`src/rtl/d_shift_register.sv`:
```
// rtl/d_shift_register.sv - WIDTH-bit D register with preset, enable and universal shift/rotate/load
module d_shift_register #(
    parameter int              WIDTH      = 8,
    parameter logic [WIDTH-1:0] RESET_VAL = {WIDTH{1'b0}},
    parameter logic [WIDTH-1:0] PRESET_VAL = {WIDTH{1'b1}}
) (
    input  logic             clk,
    input  logic             clr_n,
    input  logic             pre,
    input  logic             en,
    input  logic [2:0]       mode,
    input  logic [WIDTH-1:0] d,
    input  logic             ser_in_r,
    input  logic             ser_in_l,
    output logic [WIDTH-1:0] q,
    output logic [WIDTH-1:0] q_n,
    output logic             ser_out_l,
    output logic             ser_out_r,
    output logic             zero
);

    localparam logic [2:0] MODE_HOLD = 3'b000;
    localparam logic [2:0] MODE_LOAD = 3'b001;
    localparam logic [2:0] MODE_SHL  = 3'b010;
    localparam logic [2:0] MODE_SHR  = 3'b011;
    localparam logic [2:0] MODE_ROL  = 3'b100;
    localparam logic [2:0] MODE_ROR  = 3'b101;
    localparam logic [2:0] MODE_INV  = 3'b110;
    localparam logic [2:0] MODE_CLR  = 3'b111;

    logic [WIDTH-1:0] q_next;

    // Full next-state including reset/preset, so zero can be registered from it.
    always_comb begin
        q_next = q;
        if (!clr_n) begin
            q_next = RESET_VAL;
        end else if (pre) begin
            q_next = PRESET_VAL;
        end else if (en) begin
            case (mode)
                MODE_HOLD: q_next = q;
                MODE_LOAD: q_next = d;
                MODE_SHL:  q_next = {q[WIDTH-2:0], ser_in_r};
                MODE_SHR:  q_next = {ser_in_l, q[WIDTH-1:1]};
                MODE_ROL:  q_next = {q[WIDTH-2:0], q[WIDTH-1]};
                MODE_ROR:  q_next = {q[0], q[WIDTH-1:1]};
                MODE_INV:  q_next = ~q;
                MODE_CLR:  q_next = '0;
                default:   q_next = q;
            endcase
        end
    end

    always_ff @(posedge clk) begin
        q    <= q_next;
        zero <= (q_next == '0);
    end

    assign q_n       = ~q;
    assign ser_out_l = q[WIDTH-1];
    assign ser_out_r = q[0];

endmodule

```
`config.mk`:
```
export PLATFORM = sky130hd
export DESIGN_NAME = d_shift_register
export DESIGN_NICKNAME = d
export VERILOG_FILES = /design/src/rtl/d_shift_register.sv
export SDC_FILE = /design/constraint.sdc
export NUM_CORES = 1
export LEC_CHECK = 0
export ABC_AREA = 1
export CAP_MARGIN = 30
export CORE_ASPECT_RATIO = 1.2
export CORE_MARGIN = 3
export CORE_UTILIZATION = 43
export DETAILED_ROUTE_END_ITERATION = 10
export GPL_ROUTABILITY_DRIVEN = 0
export PLACE_DENSITY = 0.88
export SYNTH_ARGS = -nofsm -noshare
export SYNTH_HDL_FRONTEND = slang
export SYNTH_SLANG_ARGS = --single-unit
```
`constraint.sdc`:
```
create_clock -name clk -period 2.3 [get_ports clk]
set_clock_uncertainty 0.05 [all_clocks]
set_input_delay 0.46 -clock clk [delete_from_list [all_inputs] [get_ports clk]]
set_output_delay 0.46 -clock clk [all_outputs]
set_load 0.05 [all_outputs]
```
* Yosys cells after proc, flatten, opt, wreduce, memory -nomap -nowiden
Cells that the tools add are included.
** Cells by class
- Eq/ne operators :: 7
- Muxes and demuxes :: 4
- Bitwise operators :: 1
- Reductions and logical operators :: 2
** Operators by type and width (count)
- $pmux W8 S8 :: 1
- $mux W8 :: 3
- $eq A3 B3 Y1 const B :: 4
- $logic_not A8 Y1 :: 1
- $not A8 Y8 :: 1
- $eq A3 B2 Y1 const B :: 2
- $eq A3 B1 Y1 const B :: 1
- $logic_not A3 Y1 :: 1
** Word-level totals
- Bits in registers :: 9
- Input port bits :: 17
- Output and inout port bits :: 19
- Logic and storage cells :: 16

* Longest topological paths before layout
Gate-level depths: netlist (run 1).
- Word-level depth :: 6
- Mapped depth :: 11
- Depth with buffers taken out :: 10

* Worst setup path before layout (run 1)
No wires, ideal clock.
- Kind :: reg-to-output
- Start :: register q[0]
- End :: output q_n[0]
- Arrival time :: 1.072 ns
- Data required time :: 1.790 ns
- Path slack :: 0.718 ns
- Cell stages (with the launch flop) :: 2
- Buffers on the path :: 0
- Cell sequence :: dfxtp_1 > inv_1
** Between the ends
- Longest elaborated chain between the ends :: 1
** Ends and longest elaborated chain
- from (decl) :: RTL line 15 : output logic [WIDTH-1:0] q,
- from (signal assigned) :: RTL line 56 : q <= q_next;
- $not A8 Y8 :: RTL line 60 : assign q_n = ~q;
- to (decl) :: RTL line 16 : output logic [WIDTH-1:0] q_n,
Every way passes these cells.

* Final worst setup path (run 1)
- Start :: register q[1]
- End :: output q[1]
No word-level cell between the ends.

==> metrics, run 1 <==
Max-cap violations=0; Comb power frac=46.5%; Mapped Nets=152; vias in the first global route=802; initial DRC count=16; setup TNS=0 ns; remaining antenna violation count=0; Tmin final=2.089 ns; Post-synth EDFFs=0; die area=0.002319 mm²; setup bufs post-CTS=0; unrepaired setup endpoints after global routing=no; Syn. warnings=0; gr ovfl total=0; post-DR wirelength/cell=11.11 µm; Power, Total=0.0005789 W; clk_lat worst skew=0.26 ns; post-synthesis async set-or-reset flop share=0%; Die X=44.46 µm; Crit path required time=1.79 ns; Routed WL=2.099 mm; number of synthesized register bits=9; Initial Util=45.93%; Ant. Diodes=0; clock share of power=20.8%; placed wire-length estimate=1.619 mm; FP Rows=16; Cells after DPL=185; Net count, final=189; CTS clock-pin slew for the worst setup and hold paths=0.06 ns; vias=942; CTS sink count=9; utilization after layout=68.83%; switching power=0.0002452 W; CP endpoint kind=output pin; PD cells=506.2 mW/mm²; crit-path cells=clkdlybuf4s50_1; CP peak stage delay=0.86 ns; pre-CTS setup slack=0.1415 ns; register area share after synthesis=23.61%; crit path kind=reg2out; Slew Limit Fails=0; final cycle utilization of the critical path=90.85%; worst slew pin tran=0.5150 ns; mean post-synth cell area=5.654 µm²; ys flop type=dfxtp_1; startpoint types=register; path depth of the worst reg2reg path=8; DRC viols=0; Tot GR Track Use=18.82%; sequential power share=32.7%; # fillers=160; drt first pass iters=4; overall die height=52.15 µm; number of buffers added on ports=35; H-tree depth=1; Max-slew headroom=65.56%; Crit-path slowest cell=clkdlybuf4s50_1; core area=0.001662 mm²; Post-Synthesis Cell Area=763.2 µm²; clock root cell=clkbuf_4; largest cells by area after synthesis=dfxtp_1 (24%), nand2_1 (16%), nor2_1 (12%), a21oi_1 (10%), inv_1 (8.9%); Pleak=0.5338 nW; Min-Delay Path Class=reg2reg; Layout area overhead=49.84%; Max Buffers Root-to-Sink=2; IO Pins=36; Final setup viols=0; Arr. time, crit path=1.58 ns; Net Sw Frac=42.36%; vias per inst=4.984; first-pass GRT wire length=3.325 mm; Critical path buffers and inverters=1; most frequent cell after synthesis=nand2_1; P_int=0.0003337 W; Non-Filler Instances=189; Critical Path Fanout Max=7; Post-Synthesis Cells=135; antenna violations before repair=0; cts repair resizes=0; critical path depth=1; most common library cells after synthesis=nand2_1 (32), nor2_1 (24), inv_1 (18); hold path depth=2; setup ws final=0.2105 ns; Peak Freq=0.4786 GHz; Fin. Hold Viols=0; CTS Buf Count=3; top cell type's share of synthesized area=23.61%; Yosys top cell by area=dfxtp_1; Max VDD drop=0.0004410 V; Hold Buf Count CTS=0; largest net degree at the start of global routing=10; CTS tree=done; status=finished clean; share of layout cells above drive strength 1=8.187%; Yosys cell types=17; Top delay family on crit path=buffers and inverters
==> kinds of logic (layout without fill, tap and decap cells) <==
logic type	after synthesis	after routing	synth area share, %
simple gates	79	79	47.71
buf+inv	26	62	14.59
compound gates	21	21	14.10
flops	9	9	23.61
==> stage by stage <==
step	cell area, µm²	hold WS (ns)
detailed placement	1117	0.6057
CTS	1144	0.6140
global route	1144	0.6445
floorplan	763.2	0.5957
finish	1144	0.6108
global placement	1117	0.5870
==> per-layer routing <==
metal  vias to the layer above  part of all wire [%]  track usage [%]
met1                       409                    43            23.01
met3                         5                   5.4            1.384
met2                        27                    50            31.58
li1                        501                     -                -
met4                         0                   1.9            10.55
met5                         -                     0                0
==> flip-flops by register name, indices dropped and copies added (netlist names) <==
register	flops
q	8
zero	1
==> placed cells by master, fill, tap and decap left out <==
master           instances
nand4_1                  6
clkbuf_1                 1
nand3_2                  2
inv_1                   18
o21a_1                   1
o21ai_0                  4
dfxtp_1                  9
buf_4                    1
clkbuf_4                 3
nor2_1                  24
nand2_2                  2
nand2_1                 32
a21oi_1                 16
nand2_4                  1
nand3_4                  1
nand3_1                 11
clkdlybuf4s50_1         35
inv_2                    3
inv_4                    1
==> power by group through the flow <==
stage	combinational (W)	sequential, W	clock, W
final	0.000269	0.000189	0.000121
after global routing	0.000288	0.000192	0.000125
after CTS	0.000270	0.000189	0.000124
after detailed placement	0.000269	0.000192	0
after global placement	0.000265	0.000192	0
after floorplan	0.000133	0.000230	0
==> final timing paths <==
| kind | startpoint | slack (ns) | to |
|---|---|---|---|
| worst min register to register | q[4] | 0.61 | q[4] |
| worst max-delay path | q[1] | 0.21 | q[1] |
| worst min-delay path | q[4] | 0.61 | q[4] |
| worst max register to register | q[1] | 1.02 | zero |
==> worst reg2reg max path: cells and delay by family, from the launching register on <==
family             cells  cell delay, ns
and+or+nand+nor        7            0.55
AOI/OAI and AO/OA      1            0.17
DFF                    1            0.46
==> area by class of cell <==
type,instances,area (µm²),share of cell area [%]
Multi-Input combinational cell,100,471.7,41.25
Clock buffer,4,26.28,2.298
Timing Repair Buffer,36,357.8,31.29
Inverter,22,85.08,7.440
Sequential cell,9,180.2,15.75
Tap cell,18,22.52,1.969
No activity file was read; power rests on OpenSTA's default activity.
==> inputs of run 2 (changes only) <==
--- a/config.mk
+++ b/config.mk
@@ -7,12 +7,12 @@
 export LEC_CHECK = 0
 export ABC_AREA = 1
 export CAP_MARGIN = 30
-export CORE_ASPECT_RATIO = 1.2
 export CORE_MARGIN = 3
 export CORE_UTILIZATION = 43
 export DETAILED_ROUTE_END_ITERATION = 10
 export GPL_ROUTABILITY_DRIVEN = 0
 export PLACE_DENSITY = 0.88
+export REMOVE_ABC_BUFFERS = 1
 export SYNTH_ARGS = -nofsm -noshare
 export SYNTH_HDL_FRONTEND = slang
 export SYNTH_SLANG_ARGS = --single-unit
==> metrics, run 2 (same netlist as run 1, synthesis figures left out) <==
Routed WL=2.035 mm; # fillers=138; critical path depth=1; gr ovfl total=0; Hold Buf Count CTS=0; CTS Buf Count=3; Biggest register=q; clock root cell=clkbuf_4; antenna violations before repair=0; CP endpoint kind=output pin; setup bufs post-CTS=0; CTS sink count=9; Layout area overhead=50.82%; PD cells=501.2 mW/mm²; max reg flops=8; crit path kind=reg2out; r2r endpoint=zero; FP Rows=14; Critical path buffers and inverters=1; placed wire-length estimate=1.662 mm; core area=0.001594 mm²; Min Hold Slack=0.6036 ns; path depth of the worst reg2reg path=8; Final setup viols=0; H-tree depth=1; Crit path required time=1.79 ns; remaining antenna violation count=0; vias in the first global route=794; CTS clock-pin slew for the worst setup and hold paths=0.06 ns; clk_lat worst skew=0.25 ns; DRC viols=0; first-pass GRT wire length=3.270 mm; Initial Util=47.88%; Max-slew headroom=66.08%; leading cell type in the layout, fill and taps excluded=clkdlybuf4s50_1; die area=0.002317 mm²; number of buffers added on ports=35; Crit-path slowest cell=clkdlybuf4s50_1; Max Buffers Root-to-Sink=2; crit path from=q[1]; Finished Cell Area=0.001151 mm²; Tmin final=2.098 ns; Reg area=180.2 µm²; share of layout cells above drive strength 1=8.187%; setup ws final=0.2025 ns; initial DRC count=19; Max-cap violations=0; Tot GR Track Use=19.34%; Power, Total=0.0005770 W; Ant. Diodes=0; Slew Limit Fails=0; R2R Setup Slk=1.02 ns; vias=969; area of the multi-input gates=471.7 µm²; startpoint types=register; commonest cells after routing, fill and taps aside=clkdlybuf4s50_1 (35), nand2_1 (32), nor2_1 (24), inv_1 (18), a21oi_1 (16); status=finished clean; vias per inst=4.969; CP peak stage delay=0.86 ns; crit-path cells=clkdlybuf4s50_1; Arr. time, crit path=1.59 ns; largest net degree at the start of global routing=10; cts repair resizes=0; Die X=48.13 µm; worst slew pin tran=0.5072 ns; Max VDD drop=0.0003366 V; Critical Path End=q[1]; Top delay family on crit path=buffers and inverters; Fin. Hold Viols=0; Critical Path Fanout Max=7; Net count, final=189; IO Pins=36; setup TNS=0 ns; RR Startpoint=q[1]; Peak Freq=0.4767 GHz; Placed Area=0.001125 mm²; Min-Delay Path Class=reg2reg; Pleak=0.5338 nW; final cycle utilization of the critical path=91.20%; top flop regs=q x8, zero x1; unrepaired setup endpoints after global routing=no; pre-CTS setup slack=0.1445 ns; post-DR wirelength/cell=10.44 µm; CTS tree=done; overall die height=48.13 µm; drt first pass iters=4
run 2: cell counts in the layout (fill, tap and decap cells not counted):
Identical to the previous run, type by type.
run 2: worst min path at each step:
stage | startpoint | endpoint | slack (ns) | cells after the start
floorplan | pre | q[0] | 0.59 | 2
global placement | q[5] | q[5] | 0.59 | 2
detailed placement | q[4] | q[4] | 0.59 | 2
CTS | q[4] | q[4] | 0.60 | 2
global route | q[5] | q[5] | 0.63 | 2
finish | q[5] | q[5] | 0.60 | 2
run 2: metrics by stage:
stage / utilization, % / std cells
3_3_place_gp: 70.57 / 191
4_1_cts: 72.21 / 195
2_1_floorplan: - / 131
5_1_grt: 72.21 / 195
6_report: 72.21 / 195
3_5_place_dp: 70.57 / 191
run 2: tightest hold or removal path, delay by kind of cell, from the launching register on:
| kind | cells | cell delay (ns) |
|---|---|---|
| AO/OA/AOI/OAI | 2 | 0.25 |
| flip-flops | 1 | 0.35 |
run 2: cell type report:
class                      instances  share of cell area (%)
inverter                          22                   7.391
timing repair buffer              36                   31.09
sequential                         9                   15.65
tap                               24                   2.609
multi-input combinational        100                   40.98
clock buffer                       4                   2.283
run 2: where the power goes:
part           total, W  internal, W  leakage, nW  switching [W]
registers      0.000188     0.000169       0.0752      0.0000194
logic          0.000270    0.0000982        0.444       0.000171
clock network  0.000119    0.0000667       0.0150      0.0000526
run 2: routing by layer:
layer	global-route usage, %	vias to the layer above	wire [µm]	share of wire, %
li1	-	505	-	-
met1	26.34	428	852	42
met2	30.87	36	1034	51
met3	3.690	0	147	7.2
met4	5.914	0	0	0
met5	0	-	0	0
==> inputs of run 3 (changes only) <==
--- a/config.mk
+++ b/config.mk
@@ -8,10 +8,10 @@
 export ABC_AREA = 1
 export CAP_MARGIN = 30
 export CORE_MARGIN = 3
-export CORE_UTILIZATION = 43
+export CORE_UTILIZATION = 40
 export DETAILED_ROUTE_END_ITERATION = 10
 export GPL_ROUTABILITY_DRIVEN = 0
-export PLACE_DENSITY = 0.88
+export PLACE_DENSITY = 0.83
 export REMOVE_ABC_BUFFERS = 1
 export SYNTH_ARGS = -nofsm -noshare
 export SYNTH_HDL_FRONTEND = slang
==> constraint.sdc (replaced) <==
create_clock -name clk -period 1.99 [get_ports clk]
set_clock_uncertainty 0.05 [all_clocks]
set_input_delay 0.398 -clock clk [delete_from_list [all_inputs] [get_ports clk]]
set_output_delay 0.398 -clock clk [all_outputs]
set_load 0.05 [all_outputs]
==> metrics, run 3 (same netlist as run 1, synthesis figures left out) <==
vias per inst=4.899; commonest cells after routing, fill and taps aside=nand2_1 (32), nor2_1 (24), buf_4 (22), inv_1 (18), a21oi_1 (16); FP Rows=15; DRC viols=0; vias=975; Final setup viols=0; core area=0.001764 mm²; utilization after layout=64.33%; Biggest register=q; first-pass GRT wire length=3.608 mm; antenna violations before repair=0; max reg flops=8; final cycle utilization of the critical path=92.13%; leading cell type in the layout, fill and taps excluded=nand2_1; Routed WL=2.141 mm; CTS sink count=9; Slew Limit Fails=0; Peak Freq=0.5454 GHz; Power, Total=0.0006663 W; clock root cell=clkbuf_4; pre-CTS setup slack=-0.08101 ns; Tmin final=1.833 ns; crit path from=zero; drt first pass iters=4; die area=0.002468 mm²; Initial Util=43.26%; Layout area overhead=48.69%; CP peak stage delay=0.80 ns; status=finished clean; Max Buffers Root-to-Sink=2; Arr. time, crit path=1.39 ns; Min-Delay Path Class=reg2reg; post-DR wirelength/cell=10.76 µm; CP endpoint kind=output pin; number of buffers added on ports=35; Tot GR Track Use=17.97%; Finished Cell Area=0.001135 mm²; RR Startpoint=q[1]; top flop regs=q x8, zero x1; Crit-path slowest cell=clkdlybuf4s50_1; Die X=49.68 µm; placed wire-length estimate=1.723 mm; Top delay family on crit path=buffers and inverters; overall die height=49.68 µm; Min Hold Slack=0.6305 ns; setup ws final=0.1566 ns; hold path startpoint=q[3]; share of layout cells above drive strength 1=20.11%; Pleak=0.5829 nW; CTS clock-pin slew for the worst setup and hold paths=0.06 ns; crit-path cells=clkdlybuf4s50_1; largest net degree at the start of global routing=10; initial DRC count=44; Critical path buffers and inverters=1; Max-slew headroom=66.75%; H-tree depth=1; worst slew pin tran=0.4972 ns; Crit path required time=1.54 ns; Critical Path Fanout Max=1; gr ovfl total=0; Fin. Hold Viols=0; remaining antenna violation count=0; Max VDD drop=0.0004811 V; Reg area=180.2 µm²; Placed Area=0.001104 mm²; startpoint types=register; Max-cap violations=0; # fillers=179; crit path kind=reg2out; area of the multi-input gates=471.7 µm²; vias in the first global route=876; IO Pins=36; clk_lat worst skew=0.26 ns; PD cells=587.2 mW/mm²; Net count, final=192; unrepaired setup endpoints after global routing=no; CTS tree=done; CTS Buf Count=3; Ant. Diodes=0
-- run 3: changes by cell type in the layout (fill, tap and decap cells not counted) --
cell / previous run / this run
clkdlybuf4s50_1: 35 / 15
buf_4: 1 / 22
dlymetal6s2s_1: 0 / 2
-- run 3: what timing repair did --
| item | 4_1_cts | 5_1_grt |
|---|---|---|
| hold buffers | 0 | 0 |
| hold endpoints to repair | 0 | 0 |
| gates resized for setup | 0 | 2 |
| buffers inserted | 0 | 0 |
| setup endpoints to repair | 0 | 1 |
-- run 3: worst paths after layout --
check / end / slack [ns] / cells after the start
max: zero / 0.16 / 1
min: q[3] / 0.63 / 2
max reg2reg: zero / 0.64 / 8
min reg2reg: q[3] / 0.63 / 2
-- run 3: metal layers --
metal | global-route usage [%] | vias up | wire length (µm)
met3 | 2.115 | 4 | 145
met1 | 21.96 | 428 | 899
li1 | - | 508 | -
met2 | 30.84 | 35 | 1054
met4 | 8.756 | 0 | 42
met5 | 0 | - | 0
-- run 3: final cells by class --
type,instances,area share (%)
Inverter,22,7.497
Clock buffer,4,2.315
Tap cell,25,2.756
Sequential cell,9,15.88
Timing Repair Buffer,39,29.99
Multi-Input combinational cell,100,41.57
-- run 3: power by group --
group	switching (W)	total, W	internal (W)	leakage, nW
combinational	0.000199	0.000306	0.000107	0.493
clock	0.0000645	0.000142	0.0000773	0.0150
sequential	0.0000238	0.000219	0.000195	0.0752
total	0.000288	0.000666	0.000379	0.583
-- run 3: stage by stage --
| stage | instances | TNS [ns] |
|---|---|---|
| CTS | 199 | 0 |
| global placement | 195 | -0.01446 |
| finish | 199 | 0 |
| global route | 199 | 0 |
| detailed placement | 195 | -0.08101 |
| floorplan | 131 | 0 |
-- run 3: worst register-to-register path, stage by stage, from the launching register on --
cell and delay (ns):
dfxtp_1 0.46, nor2_1 0.08, nor2_1 0.13, nand3_1 0.08, nand2_1 0.09, nand2_1 0.05
o21ai_0 0.16, nand2_1 0.07, nor2_1 0.12
